[src/rtl/operand_stack.sv]
// Single-cycle operand stack with combinational tos/nos view.
// Overflow and underflow are sticky; a rejected op leaves state unchanged.
module operand_stack #(
  parameter int DBITS = 32,
  parameter int DEPTH = 16,
  parameter int CBITS = $clog2(DEPTH + 1)
) (
  input  logic             clk,
  input  logic             rst_n,
  input  logic             op_valid,
  input  logic [2:0]       op,
  input  logic [DBITS-1:0] din,
  input  logic             err_clr,
  output logic [DBITS-1:0] tos,
  output logic [DBITS-1:0] nos,
  output logic [CBITS-1:0] count,
  output logic             full,
  output logic             empty,
  output logic             ovf,
  output logic             unf
);

  localparam int AW = (DEPTH > 1) ? $clog2(DEPTH) : 1;

  localparam logic [2:0] OP_NOP   = 3'b000;
  localparam logic [2:0] OP_PUSH  = 3'b001;
  localparam logic [2:0] OP_POP   = 3'b010;
  localparam logic [2:0] OP_POP2  = 3'b011;
  localparam logic [2:0] OP_REPL  = 3'b100;
  localparam logic [2:0] OP_BINOP = 3'b101;
  localparam logic [2:0] OP_DUP   = 3'b110;
  localparam logic [2:0] OP_SWAP  = 3'b111;

  logic [DBITS-1:0] mem [DEPTH];

  logic [AW-1:0]    push_i;
  logic [AW-1:0]    top_i;
  logic [AW-1:0]    sec_i;
  logic [1:0]       need;
  logic             grow;
  logic             ovf_e;
  logic             unf_e;
  logic             ok;
  logic [CBITS-1:0] cnt_nx;
  logic             wa_en;
  logic [AW-1:0]    wa_i;
  logic [DBITS-1:0] wa_d;
  logic             wb_en;
  logic [AW-1:0]    wb_i;
  logic [DBITS-1:0] wb_d;

  // Entry k lives at mem[k]; the top is therefore mem[count-1].
  assign push_i = AW'(count);
  assign top_i  = AW'(count - CBITS'(1));
  assign sec_i  = AW'(count - CBITS'(2));

  assign full  = (count == CBITS'(DEPTH));
  assign empty = (count == '0);
  assign tos   = (count >= CBITS'(1)) ? mem[top_i] : '0;
  assign nos   = (count >= CBITS'(2)) ? mem[sec_i] : '0;

  always_comb begin
    need = 2'd0;
    grow = 1'b0;
    unique case (op)
      OP_POP, OP_REPL:           need = 2'd1;
      OP_DUP:  begin need = 2'd1; grow = 1'b1; end
      OP_PUSH:                   grow = 1'b1;
      OP_POP2, OP_BINOP, OP_SWAP: need = 2'd2;
      default:                   need = 2'd0;
    endcase
  end

  always_comb begin
    unf_e = op_valid && (count < CBITS'(need));
    ovf_e = op_valid && !unf_e && grow && full;
    ok    = op_valid && !unf_e && !ovf_e;
  end

  always_comb begin
    cnt_nx = count;
    wa_en  = 1'b0;
    wa_i   = top_i;
    wa_d   = din;
    wb_en  = 1'b0;
    wb_i   = sec_i;
    wb_d   = tos;
    if (ok) begin
      unique case (op)
        OP_PUSH: begin
          cnt_nx = count + CBITS'(1);
          wa_en  = 1'b1;
          wa_i   = push_i;
        end
        OP_DUP: begin
          cnt_nx = count + CBITS'(1);
          wa_en  = 1'b1;
          wa_i   = push_i;
          wa_d   = tos;
        end
        OP_POP:  cnt_nx = count - CBITS'(1);
        OP_POP2: cnt_nx = count - CBITS'(2);
        OP_REPL: wa_en = 1'b1;
        OP_BINOP: begin
          cnt_nx = count - CBITS'(1);
          wa_en  = 1'b1;
          wa_i   = sec_i;
        end
        OP_SWAP: begin
          wa_en = 1'b1;
          wa_d  = nos;
          wb_en = 1'b1;
        end
        default: cnt_nx = count;
      endcase
    end
  end

  always_ff @(posedge clk) begin
    if (wa_en) mem[wa_i] <= wa_d;
    if (wb_en) mem[wb_i] <= wb_d;
  end

  always_ff @(posedge clk or negedge rst_n) begin
    if (!rst_n) begin
      count <= '0;
      ovf   <= 1'b0;
      unf   <= 1'b0;
    end else begin
      count <= cnt_nx;
      ovf   <= (ovf && !err_clr) || ovf_e;
      unf   <= (unf && !err_clr) || unf_e;
    end
  end

endmodule

[config.mk]
export PLATFORM = sky130hd
export DESIGN_NAME = operand_stack
export DESIGN_NICKNAME = d
export VERILOG_FILES = /design/src/rtl/operand_stack.sv
export SDC_FILE = /design/constraint.sdc
export NUM_CORES = 1
export LEC_CHECK = 0
export CELL_PAD_IN_SITES_DETAIL_PLACEMENT = 0
export CELL_PAD_IN_SITES_GLOBAL_PLACEMENT = 2
export CORE_ASPECT_RATIO = 0.9
export CORE_UTILIZATION = 48
export DETAILED_ROUTE_END_ITERATION = 16
export PLACE_DENSITY_LB_ADDON = 0.1
export SETUP_SLACK_MARGIN = 0.4
export SLEW_MARGIN = 40
export SYNTH_ARGS = -nofsm -noshare
export SYNTH_HDL_FRONTEND = slang
export SYNTH_SLANG_ARGS = --single-unit
[constraint.sdc]
create_clock -name clk -period 7.4 [get_ports clk]
set_clock_uncertainty 0.2 [all_clocks]
set_input_delay 1.48 -clock clk [delete_from_list [all_inputs] [get_ports clk]]
set_output_delay 1.48 -clock clk [all_outputs]
set_load 0.1 [all_outputs]
# Word level (Yosys, flattened, before mapping)
# Memory sizes are Yosys's and may differ from the RTL's.
# Cells that the tools add are included.
# word_totals
regBits	7
ramBits	512
input_bits	39
output_inout_bits	73
word_cells	55
n_memories	1
# memory_table
memory	depth	width	rd	rd_clocked_by_memory_dff	write_ports	line_no	rtl
mem	16	32	2	0	2	34	logic [DBITS-1:0] mem [DEPTH];
# op_classes
n_addsub	3
order_cmp	3
n_eq_ne	8
n_mux	17
n_reduce_logical	20
# ops
cell	count
two-way mux 32 bit	3
one-hot mux 32 bit (2 select lines)	1
one-hot mux 5 bit (3 select lines)	1
equality test 3 bit, second input constant	4
two-way mux 1 bit	9
one-hot mux 4 bit (2 select lines)	1
logical AND 1 bit	7
equality test 3 x 2 -> 1 bit, second input constant	2
OR reduction 3 bit	2
adder 5 x 1 -> 5 bit, second input constant	1
equality test 5 bit, second input constant	1
>= comparator 5 x 1 -> 1 bit, second input constant	1
>= comparator 5 x 2 -> 1 bit, second input constant	1
zero test 5 bit	1
less-than comparator 5 x 2 -> 1 bit	1
OR reduction 5 bit	1
subtractor 5 x 1 -> 5 bit, second input constant	1
subtractor 5 x 2 -> 5 bit, second input constant	1
two-way mux 4 bit	1
one-hot mux 2 bit (2 select lines)	1
OR reduction 2 bit	2
equality test 3 x 1 -> 1 bit, second input constant	1
zero test 1 bit	3
nonzero test 3 bit	1
other kinds (2)	3

# Depth between registers and ports, before layout
# Gate-level depths: netlist of the first run.
# depth
ltp_word	14
mapped_depth	16
ltp_nobuf	9

# Worst setup path after synthesis of the first run
# OpenSTA, ideal clock, no wires.
# synth_path
kind	register to output
startpoint	reg count[1]
endpoint	out nos[0]
arrival_time_ps	4581
required_time_ps	5720
slack_ps	1139
path_stages_with_launch	12
path_buffers	5
cell_sequence	dfrtp_1 clkbuf_1 buf_2 buf_1 inv_1 ha_1 xor2_1 and2_1 clkbuf_1 buf_2 a22oi_1 a21oi_1
# synth_between
elab_chain_len	3
word_cells_on_any_way	4
classes_between	1 x add/sub; 1 x order compare; 1 x mux; 1 x memory
# synth_rtl
item	line_no	rtl
start, declared	16	output logic [CBITS-1:0] count,
start signal, assigned	130	count <= cnt_nx;
subtractor 5 x 2 -> 5 bit	n/a	
memory read (16 x 32 bit)	n/a	
two-way mux 32 bit *	60	assign nos = (count >= CBITS'(2)) ? mem[sec_i] : '0;
end, declared	15	output logic [DBITS-1:0] nos,
# Every way passes the cells marked *; elsewhere a longest branch is shown, timed or not.

# Worst setup path after layout of the first run
# layout_path
startpoint	reg count[1]
endpoint	out nos[21]
# Same word-level chain as after synthesis.

==> impl_metrics.ini, run 1 <==
[status]
status = finished, final reports clean

[clocking]
cts.sinks = 519
post_cts_buffers = 0
cts.path.max_buffers = 3
cts_tree = built
clkTransAtPathRegs_ns = 0.06
cts_resized = 0
cts_root_buf = clkbuf_16
clkLatencyLatePin_ns = 0.63
cts-htree-levels = 2
cts_buffers = 56
ctsHoldBuffers = 0

[synth]
yosys_warnings = 0
avgSynthCellArea_um2 = 13.6
synth_edf_count = 512
yosys_register_bits = 519
syn-cell-area_mm2 = 0.0295
synth_async_sr_flop_share_pct = 1.35
synth_area_leaders = edfxtp_1 (52%), mux4_2 (20%), o22ai_1 (11%)
ys.flop_type = edfxtp_1
yosysSeqAreaShare_pct = 52.7
synth_top_area_share_pct = 52.1
syn_nets = 2227
ys_types = 50
syn_inst = 2179
yosysTopAreaCell = edfxtp_1

[grt]
antenna_found_initial = 2
overflow = 0
grt_pass1_vias = 22600
grtUsageTotal_pct = 38.7
grt_first_pass_wirelength_mm = 170
grt_max_degree = 73

[placed_design]
port_buffers = 111
hpwl_mm = 69.5
place_area_mm2 = 0.0318
place_congestion = 0.844

[worst_setup_path]
cp_data_arrival_time_ns = 4.89
crit_required_ns = 5.72
crit_path_end_kind = primary output
path_class = reg -> out
cp_max_fo = 41
critPathLaunchType = flop

[floorplan]
io_pins = 112
die_h_um = 237
die-area_mm2 = 0.0625
initial_core_util_pct = 49.0
coreArea_mm2 = 0.0603
die-width_um = 263
rows = 85

[drt]
drt_wl_total_mm = 122
dr.first_iter.drc_count = 3471
vias = 23700
wl_per_cell_um = 40.4
firstDrtPassIters = 6
drc = 0
ant_nets = 0
vias_per_cell = 7.82

[finish]
final_nets = 2244
final_area_mm2 = 0.0336
nFillCells = 4905
area_growth_pct = 13.9
n_antenna_cell = 0
drive_gt1_share_pct = 30.4

[sta]
fin_crit_sh_pct = 88.8
worstMarginPinSlew_ns = 0.897
setup_viol = 0
hold_violations = 0
slew_viol_final = 0
period_needed_ns = 6.57
max_slew_margin_pct = 40.2
fin_setup_tns_ns = 0
max_freq_mhz = 152
grt_setup_unrepaired = no

[flow_run]
drv_cap = 0

[worst_hold_path]
holdCritPathClass = reg -> reg
state kept, by name, indices dropped and copies added (netlist names):
register	count
ovf	1
unf	1
count	5
mem	512
synthesized netlist by cell type (2+ instances only):
master and instances:
or2_2 2, buf_4 44, mux4_2 256, a21oi_1 44
nand2_1 219, xnor2_1 5, nand2b_1 3, nor2b_1 5
o21bai_1 16, nand3b_1 2, mux2_2 3, inv_1 22
buf_1 12, a22oi_1 65, buf_2 67, ha_1 9
dfrtp_1 7, o211ai_2 31, a22oi_2 32, nor3_1 19
edfxtp_1 512, or3_1 5, a21o_1 6, inv_2 16
a32o_1 2, buf_6 11, clkbuf_1 148, o21ai_0 8
nor2_1 28, xor2_1 3, nand3_1 42, o22ai_1 516
and2_1 2
critical path, stage by stage (launching register included):
cell	delay, ns
dfrtp_4	0.89
inv_1	0.34
ha_1	0.37
xnor2_1	0.42
and2_2	0.77
buf_4	0.42
a22oi_1	0.17
a21oi_1	0.45
buf_4	0.39
final timing paths:
path / to / slack, ns / start / depth (start not counted)
worst min register to register: unf$_DFF_PN0_ / 0.34 / unf$_DFF_PN0_ / 2
worst max register to register: mem[7][8]$_DFFE_PP_ / 2.23 / count[1]$_DFFE_PN0P_ / 9
worst max-delay path: nos[21] / 0.83 / count[1]$_DFFE_PN0P_ / 8
min in group asynchronous: count[0]$_DFFE_PN0P_ / 0.95 / rst_n / 1
max in group asynchronous: count[1]$_DFFE_PN0P_ / 5.71 / rst_n / 1
worst min-delay path: unf$_DFF_PN0_ / 0.34 / unf$_DFF_PN0_ / 2
metrics by stage:
step	utilization, %	std cells	hold WS [ns]	setup slack (ns)
3_5_place_dp	52.7	2917	0.326	1.50
6_report	55.8	3025	0.338	0.829
3_3_place_gp	52.3	2902	0.316	1.56
2_1_floorplan	-	2179	0.763	1.14
5_1_grt	55.8	3025	0.354	0.736
4_1_cts	55.6	3021	0.332	0.814
per-layer routing:
metal	part of all wire [%]	wire length, um	up-vias	GRT usage (%)
li1	-	-	9159	-
met4	4.1	5010	4	15.3
met2	44	53400	2067	56.9
met1	37	45200	12100	53.6
met3	15	18600	352	12.3
met5	0.020	24	-	0
cells in the final DEF (no fill, tap or decap), drive strengths merged, types with 2 or more instances in the layout:
master / n
o22ai: 516
edfxtp: 512
mux4: 256
nand2: 219
buf: 203
a22oi: 97
clkbuf: 76
a21oi: 44
nand3: 42
inv: 39
clkdlybuf4s50: 38
o211ai: 32
nor2: 28
clkinv: 23
nor3: 20
o21bai: 16
ha: 9
o21ai: 8
dfrtp: 7
a21o: 6
nor2b: 5
or3: 5
xnor2: 5
bufinv: 4
nand2b: 3
mux2: 3
xor2: 3
and2: 2
nand3b: 2
a32o: 2
or2: 2
logic make-up after synthesis:
| logic type | count (synthesis) | synth area share [%] |
|---|---|---|
| compound gates | 732 | 17.1 |
| flops | 519 | 52.7 |
| buf+inv | 320 | 5.19 |
| fa+ha+maj | 9 | 0.381 |
| mux | 259 | 19.6 |
| xor+xnor | 8 | 0.237 |
| simple gates | 332 | 4.78 |
area by class of cell:
class                           instances  area [um2]  share of cell area [%]
Clock buffer                           76        1520                    4.52
Multi-Input combinational cell       1340       13000                    38.6
Tap cell                              783         980                    2.91
Timing Repair Buffer                  241        2210                    6.57
Clock inverter                         28         236                   0.703
Sequential cell                       519       15600                    46.3
Inverter                               38         143                   0.424
Power of run 1 is not shown: default switching activity piles up to over one toggle a cycle in this logic, so the estimate is an artifact.
==> run 2: changes to the inputs <==
--- a/config.mk
+++ b/config.mk
@@ -9,6 +9,7 @@
 export CELL_PAD_IN_SITES_GLOBAL_PLACEMENT = 2
 export CORE_ASPECT_RATIO = 0.9
 export CORE_UTILIZATION = 48
+export CTS_CLUSTER_SIZE = 16
 export DETAILED_ROUTE_END_ITERATION = 16
 export PLACE_DENSITY_LB_ADDON = 0.1
 export SETUP_SLACK_MARGIN = 0.4
==> results of run 2 <==
No change in the layout: final DEF, timing and power equal those of run 1.
Power of run 2 is left out for the same reason.
==> run 3: changes to the inputs <==
==> constraint.sdc (replaced) <==
create_clock -name clk -period 8.02 [get_ports clk]
set_clock_uncertainty 0.2 [all_clocks]
set_input_delay 1.604 -clock clk [delete_from_list [all_inputs] [get_ports clk]]
set_output_delay 1.604 -clock clk [all_outputs]
set_load 0.1 [all_outputs]
==> run 3 against run 2 <==
Compared with the run above: via count grew 0.81%; routed wire length increased by 1.4%; sequential share of layout area hardly changed; non-clock buffer count decreased by 6; final area is essentially flat; core utilization barely moved; die area unchanged; clock-buffer cell count fell by 6; critical endpoint is now tos[15]; highest routed layer unchanged.
==> impl_metrics.ini, run 3 (synthesis results as in run 1) <==
[clocking]
cts.path.max_buffers = 3
cts_buffers = 57
cts_root_buf = clkbuf_16
cts.sinks = 519
cts_resized = 0
cts_tree = built
cts-htree-levels = 2
post_cts_buffers = 0
clkLatencyLatePin_ns = 0.64
ctsHoldBuffers = 0
clkTransAtPathRegs_ns = 0.06

[sta]
worstMarginPinSlew_ns = 0.921
fin_setup_tns_ns = 0
max_slew_margin_pct = 38.6
setup_viol = 0
hold_violations = 0
grt_setup_unrepaired = no
slew_viol_final = 0
fin_crit_sh_pct = 89.3
period_needed_ns = 7.17
max_freq_mhz = 140

[finish]
seq_area_mm2 = 0.0156
mostFrequentLayoutCell = o22ai_1
largest_register_ffs = 512
largest_registers = mem x512, count x5
largest_register = mem
final_nets = 2239
most-common-layout-cells = o22ai_1 (516), edfxtp_1 (512), mux4_2 (256), nand2_1 (219), buf_4 (147)
multi_input_area_mm2 = 0.0130
nFillCells = 4924
n_antenna_cell = 0
area_growth_pct = 13.8
drive_gt1_share_pct = 30.8

[worst_hold_path]
hold_path_end = unf$_DFF_PN0_
hold_path_depth = 2
min_from = unf$_DFF_PN0_
holdCritPathClass = reg -> reg

[worst_setup_path]
critPathSlowestCell = dfrtp_4
timing.critical_path.buf_inv = 4
crit_path_end_kind = primary output
path_class = reg -> out
cp_max_fo = 42
worstRegToRegCells = 8
regToRegSetupSlack_ns = 2.14
timing.rr.end = mem[13][9]$_DFFE_PP_
critPathLaunchType = flop
max_stage_delay_ns = 0.88
crit_required_ns = 6.22
cp_data_arrival_time_ns = 5.36
crit_family = buffers and inverters
r2r-start = count[1]$_DFFE_PN0P_
crit_chain = inv_1, ha_4, buf_4, mux4_2, nand2_1, nand2_1, o211ai_2, inv_1, buf_4

[drt]
drt_wl_total_mm = 124
vias_per_cell = 7.90
firstDrtPassIters = 6
vias = 23900
ant_nets = 0
wl_per_cell_um = 41.1
drc = 0
dr.first_iter.drc_count = 3730

[grt]
grtUsageTotal_pct = 39.4
grt_first_pass_wirelength_mm = 172
overflow = 0
antenna_found_initial = 6
grt_pass1_vias = 22900
grt_max_degree = 104

[floorplan]
io_pins = 112
die-width_um = 263
rows = 85
die-area_mm2 = 0.0625
initial_core_util_pct = 49.0
die_h_um = 237
coreArea_mm2 = 0.0603

[placed_design]
hpwl_mm = 72.1
place_congestion = 0.875
port_buffers = 111

[flow_run]
drv_cap = 0

[status]
status = finished, final reports clean
==> run 3: changes by cell type in the layout (fill, tap and decap cells not counted), sizes merged <==
cell	change
clkinvlp	+1
bufinv	+5
clkbuf	-6
buf	-6
==> run 3: worst max path at each step <==
stage / cells past startpoint / startpoint / end
global route: 9 / count[1]$_DFFE_PN0P_ / tos[15]
floorplan: 11 / count[1]$_DFFE_PN0P_ / nos[0]
CTS: 9 / count[1]$_DFFE_PN0P_ / tos[15]
global placement: 9 / count[1]$_DFFE_PN0P_ / tos[19]
detailed placement: 9 / count[1]$_DFFE_PN0P_ / tos[15]
finish: 9 / count[1]$_DFFE_PN0P_ / tos[15]
==> run 3: metal layers <==
| metal | vias to the layer above | share of wire (%) | track usage [%] |
|---|---|---|---|
| met4 | 8 | 4.3 | 16.1 |
| met3 | 361 | 15 | 12.3 |
| met5 | - | 0.037 | 0 |
| met1 | 12200 | 37 | 55.6 |
| met2 | 2166 | 43 | 56.5 |
| li1 | 9143 | - | - |
==> run 3: area by class of cell <==
class	count	area share, %
well taps	783	2.92
repair buffers	235	6.03
clock inverters	34	1.20
clock buffers	70	4.51
inverters	38	0.424
flip-flops and latches	519	46.3
multi-input cells	1340	38.6
==> run 3: through the flow <==
stage          setup WS [ns]  util, %  std cells  hold slack [ns]  cell area (um2)
3_3_place_gp            1.38     52.2       2897            0.317            31500
4_1_cts                0.904     55.5       3013            0.340            33500
2_1_floorplan           1.63        -       2179            0.763            29500
3_5_place_dp            1.60     52.3       2909            0.330            31600
5_1_grt                0.586     55.7       3019            0.351            33600
6_report               0.855     55.7       3019            0.337            33600
==> run 3: tightest hold or removal path: stages, from the launching register on <==
cell and delay (ns):
dfrtp_1 0.37, inv_1 0.05, o21ai_0 0.07
Power of run 3 is left out for the same reason.
